### config.mk
export PLATFORM = sky130hd
export DESIGN_NAME = writeback_stage
export DESIGN_NICKNAME = d
export VERILOG_FILES = /design/src/rtl/writeback_stage.sv
export SDC_FILE = /design/constraint.sdc
export NUM_CORES = 2
export LEC_CHECK = 0
export ABC_AREA = 0
export CORE_MARGIN = 4
export CORE_UTILIZATION = 40
export CTS_CLUSTER_DIAMETER = 120
export DETAILED_ROUTE_END_ITERATION = 10
export PLACE_DENSITY = 0.59
export REMOVE_ABC_BUFFERS = 1
export SLEW_MARGIN = 15
export SYNTH_ARGS = -nofsm -noshare
export SYNTH_HDL_FRONTEND = slang
export SYNTH_SLANG_ARGS = --single-unit
export TNS_END_PERCENT = 20
### constraint.sdc
create_clock -name clk -period 53.8 [get_ports clk]
set_input_delay 10.76 -clock clk [delete_from_list [all_inputs] [get_ports clk]]
set_output_delay 10.76 -clock clk [all_outputs]
set_load 0.02 [all_outputs]
### src/rtl/writeback_stage.sv
// Writeback stage of the 3-stage RISC-V lab CPU: WB pipeline register, register file,
// GPIO output register and retired-instruction counter. Define WB_FORWARD_EN to bypass WB data to the read ports.
module writeback_stage #(
  parameter int NREGS = 32,
  parameter int XLEN  = 32
) (
  input  logic            clk,
  input  logic            rst,
  input  logic            valid_EX,
  input  logic            flush_EX,
  input  logic            regwrite_EX,
  input  logic [1:0]      regsel_EX,
  input  logic            gpio_we_EX,
  input  logic [4:0]      rd_EX,
  input  logic [XLEN-1:0] alu_result_EX,
  input  logic [19:0]     imm20_EX,
  input  logic [XLEN-1:0] gpio_wdata_EX,
  input  logic [XLEN-1:0] gpio_in,
  input  logic [4:0]      readaddr1,
  input  logic [4:0]      readaddr2,
  output logic [XLEN-1:0] readdata1,
  output logic [XLEN-1:0] readdata2,
  output logic [XLEN-1:0] gpio_out,
  output logic [31:0]     instret
);

  logic            valid_WB;
  logic            regwrite_WB;
  logic            gpio_we_WB;
  logic [1:0]      regsel_WB;
  logic [4:0]      rd_WB;
  logic [XLEN-1:0] alu_result_WB;
  logic [19:0]     imm20_WB;
  logic [XLEN-1:0] gpio_wdata_WB;
  logic [XLEN-1:0] gpio_in_WB;

  logic [XLEN-1:0] regs [NREGS];
  logic [XLEN-1:0] wdata;
  logic            commit_rd;
  logic            live_EX;

  assign live_EX = valid_EX & ~flush_EX;

  // Squashed or empty slots carry no write enables, so a bubble can never commit.
  always_ff @(posedge clk or posedge rst) begin
    if (rst) begin
      valid_WB      <= 1'b0;
      regwrite_WB   <= 1'b0;
      gpio_we_WB    <= 1'b0;
      regsel_WB     <= '0;
      rd_WB         <= '0;
      alu_result_WB <= '0;
      imm20_WB      <= '0;
      gpio_wdata_WB <= '0;
      gpio_in_WB    <= '0;
    end else begin
      valid_WB      <= live_EX;
      regwrite_WB   <= regwrite_EX & live_EX;
      gpio_we_WB    <= gpio_we_EX & live_EX;
      regsel_WB     <= regsel_EX;
      rd_WB         <= rd_EX;
      alu_result_WB <= alu_result_EX;
      imm20_WB      <= imm20_EX;
      gpio_wdata_WB <= gpio_wdata_EX;
      gpio_in_WB    <= gpio_in;
    end
  end

  always_comb begin
    wdata = '0;
    case (regsel_WB)
      2'b00:   wdata = gpio_in_WB;
      2'b01:   wdata = {imm20_WB, 12'b0};
      2'b10:   wdata = alu_result_WB;
      default: wdata = '0;
    endcase
  end

  assign commit_rd = valid_WB & regwrite_WB & (rd_WB != 5'd0);

  always_ff @(posedge clk or posedge rst) begin
    if (rst) begin
      for (int unsigned i = 0; i < NREGS; i++) regs[i] <= '0;
    end else if (commit_rd) begin
      regs[rd_WB] <= wdata;
    end
  end

  always_ff @(posedge clk or posedge rst) begin
    if (rst) begin
      gpio_out <= '0;
      instret  <= '0;
    end else begin
      if (valid_WB & gpio_we_WB) gpio_out <= gpio_wdata_WB;
      if (valid_WB) instret <= instret + 32'd1;
    end
  end

  always_comb begin
    readdata1 = '0;
    if (readaddr1 != 5'd0) begin
      readdata1 = regs[readaddr1];
`ifdef WB_FORWARD_EN
      if (commit_rd && readaddr1 == rd_WB) readdata1 = wdata;
`endif
    end
  end

  always_comb begin
    readdata2 = '0;
    if (readaddr2 != 5'd0) begin
      readdata2 = regs[readaddr2];
`ifdef WB_FORWARD_EN
      if (commit_rd && readaddr2 == rd_WB) readdata2 = wdata;
`endif
    end
  end

endmodule

==> impl_results.md <==
- Remaining DRCs: 0
- Avg WL per Cell: 27.20 um
- Sequential element share of the synthesized area: 51.58%
- Setup crit end kind: primary output
- Die W: 391.7 um
- Grt ovf: 0
- Peak VDD IR: 0.03094 mV
- Setup_tns: 0 ns
- Share of flip-flops with an asynchronous set or reset: 100.0%
- Largest net degree at the start of global routing: 168
- CP max stage cell: a311oi_1
- Die Ht: 391.7 um
- Initial drt markers: 4100
- Fin nets: 5234
- Htree depth: 4
- Worst-path cell chain: buf_8 > buf_4 > buf_4 > mux2i_1 > a221oi_1 > o21ai_1 > a311oi_1 > clkdlybuf4s50_1
- Starting Density: 40.36%
- Core area: 145900 um2
- Post-route clock period utilization: 48.38%
- Hold slack: 0.3940 ns
- Post-Route WL: 193700 um
- Dpl ws: 27.78 ns
- Hold/Removal Path Class: flip-flop to flip-flop
- Post-synthesis register bit count: 1214
- GRT Util Overall: 25.34%
- Resized Gates After CTS: 0
- CP Data Required Time: 43.04 ns
- Synth Cell Area: 58890 um2
- Antenna-violating nets left: 0
- Power per cell area: 31.67 nW/um2
- Setup Viol. Count Final: 0
- Post-DP Area: 62490 um2
- Critical path class: input port to primary output
- Critical Path Most Common Cell: buf_4
- Final slew viol count: 0
- Num ports: 267
- Row Count: 140
- Worst Path Arrival: 15.27 ns
- Worst-margin pin slew: 1.180 ns
- Vias/cell: 5.996
- Finished Cell Area: 67070 um2
- RePlAce Congestion: 0.7905
- Post-route worst setup slack: 27.77 ns
- Worst clock skew: 0.03086 ns
- Dpl hpwl: 105800 um
- Main synth FF type: dfrtp_1
- CP max FO: 90
- Rel. slew slack: 21.35%
- Final Hold Fails: 0
- First-pass DRT Iterations: 6
- Post-Syn Area per Cell: 11.46 um2
- Die area: 153400 um2
- First-pass GRT wire length: 288200 um
- CTS Buf Count: 137
- Cts hold-fix bufs: 0
- Clock latency on the worst-skew pair: 0.79 ns
- Vias: 42700
- Post-synth cell types: 48
- Antenna violations before repair: 8
- Vias in the first global route: 42070
- Clock Sinks: 1214
- Share of cells above drive strength 1: 18.56%
- Design Power: 2124 uW
- Yosys warnings: 0
- CTS tree: built
- CTS clk-pin slew, worst paths: 0.05 ns
- Port buffer count: 266
- FMAX: 0.03842 GHz
- CP max stage delay: 0.92 ns
- Fin crit period: 26.03 ns
- Worst setup SP type: input port
- Post-CTS setup buffers: 0
- RSZ-0062 raised after global routing: false
- CTS root buf: clkbuf_16
- Synthesis-to-layout area growth: 13.89%
- Cells after Synth: 5140
- EDFF count, synth: 0
- CTS Buffer Depth: 3
- Pleak: 0.02796 uW
- Outcome: completed
- Max-cap violations: 0
## power breakdown
part | switching, uW | internal (uW) | leakage, uW
Combinational | 131 | 79.6 | 0.00915
Clock | 400 | 554 | 0.00225
Sequential | 19.6 | 940 | 0.0166
Total | 551 | 1570 | 0.0280
## metal layers
layer  up-vias  GRT usage (%)  share of wire [%]
li1      18600              -                  -
met1     21890          36.15                 43
met2      1868          38.66                 45
met3       346          5.936                8.8
met4         2          7.817                3.0
met5         -              0             0.0067
## layout by cell type, fill, tap and decap left out, types with 4 or more instances in the layout
master / count
o21ai_0: 520
nor2b_1: 65
or3_4: 8
a221oi_1: 46
bufinv_16: 8
mux2_2: 97
a21oi_2: 18
nor2_1: 29
a22oi_1: 64
clkbuf_1: 24
or2_4: 5
nand3_1: 15
xnor2_1: 27
clkinv_2: 26
clkdlybuf4s50_1: 256
o2111ai_1: 18
buf_8: 4
buf_4: 104
inv_6: 6
diode_2: 6
mux4_2: 448
a311oi_1: 64
nor2b_4: 5
nand2_1: 1040
clkbuf_16: 139
nand2_4: 6
nand3b_1: 7
nand4_1: 15
clkinv_8: 6
o21ai_1: 582
buf_2: 4
dfrtp_1: 1212
a211oi_1: 64
clkbuf_8: 27
mux2i_1: 160
or2_2: 17
xor2_1: 4
and3_1: 4
inv_1: 4
## cells by family after synthesis
family | share of synthesized area (%)
AOI/OAI and AO/OA | 13.07
and+or+nand+nor | 8.715
DFF | 51.58
muxes | 21.71
buffers and inverters | 4.442
xor gates and xnor gates | 0.4610
adders and majority gates | 0.02124
## Yosys cell counts, types with 12 or more instances
cell type / n / area [um2]
dfrtp_1: 1214 / 30380
nand2_1: 1047 / 3930
o21ai_1: 582 / 2913
o21ai_0: 520 / 2603
mux4_2: 448 / 10090
clkbuf_1: 358 / 1344
mux2i_1: 160 / 1602
buf_2: 112 / 560.5
mux2_2: 97 / 1092
nor2b_1: 70 / 437.9
a211oi_1: 64 / 480.5
a22oi_1: 64 / 480.5
a311oi_1: 64 / 560.5
buf_4: 49 / 367.9
a221oi_1: 46 / 402.9
nor2_1: 31 / 116.4
xnor2_1: 27 / 236.5
buf_6: 21 / 236.5
a21oi_1: 20 / 100.1
o2111ai_1: 18 / 157.7
nand3_1: 15 / 75.07
nand4_1: 15 / 93.84
buf_1: 13 / 48.80
or2_2: 12 / 75.07
## area by class of cell
type                       instances  area, um2
inverter                           7      37.54
tap                             1917       2399
timing repair buffer             373       3497
multi-input combinational       3361      26180
clock inverter                    53      615.6
clock buffer                     190       3940
antenna                            6      15.01
sequential                      1214      30380
fill                           13340      78840
## path summary, 6_finish.rpt
kind / slack, ns / startpoint / end / cells after the start
max: 27.77 / readaddr1[2] / readdata1[17] / 8
min: 0.39 / regs[1001] / regs[1001] / 0
max reg2reg: 51.19 / regsel_WB[1] / regs[578] / 4
min reg2reg: 0.39 / regs[1001] / regs[1001] / 0
max in group asynchronous: 39.19 / rst / alu_result_WB[3] / 6
min in group asynchronous: 10.60 / rst / gpio_out[20] / 2
## registers in the layout (all words and copies together) (netlist names)
signal and cells:
gpio_in_WB 32, gpio_out 32, gpio_wdata_WB 32, imm20_WB 20
regs 1024, regsel_WB 2, alu_result_WB 32, valid_WB 1
instret 32, gpio_we_WB 1, regwrite_WB 1, rd_WB 5
## worst max-delay path, delay by kind of cell
family | cells | cell delay, ns
mux | 1 | 0.17
compound gates | 3 | 1.35
buf+inv | 4 | 2.87
## through the flow
stage | std cells | util [%]
finish | 7121 | 45.97
global route | 7115 | 45.96
CTS | 7115 | 45.95
detailed placement | 6872 | 42.83
global placement | 6872 | 42.82
floorplan | 4582 | -
(Power assumes the default switching activity.)
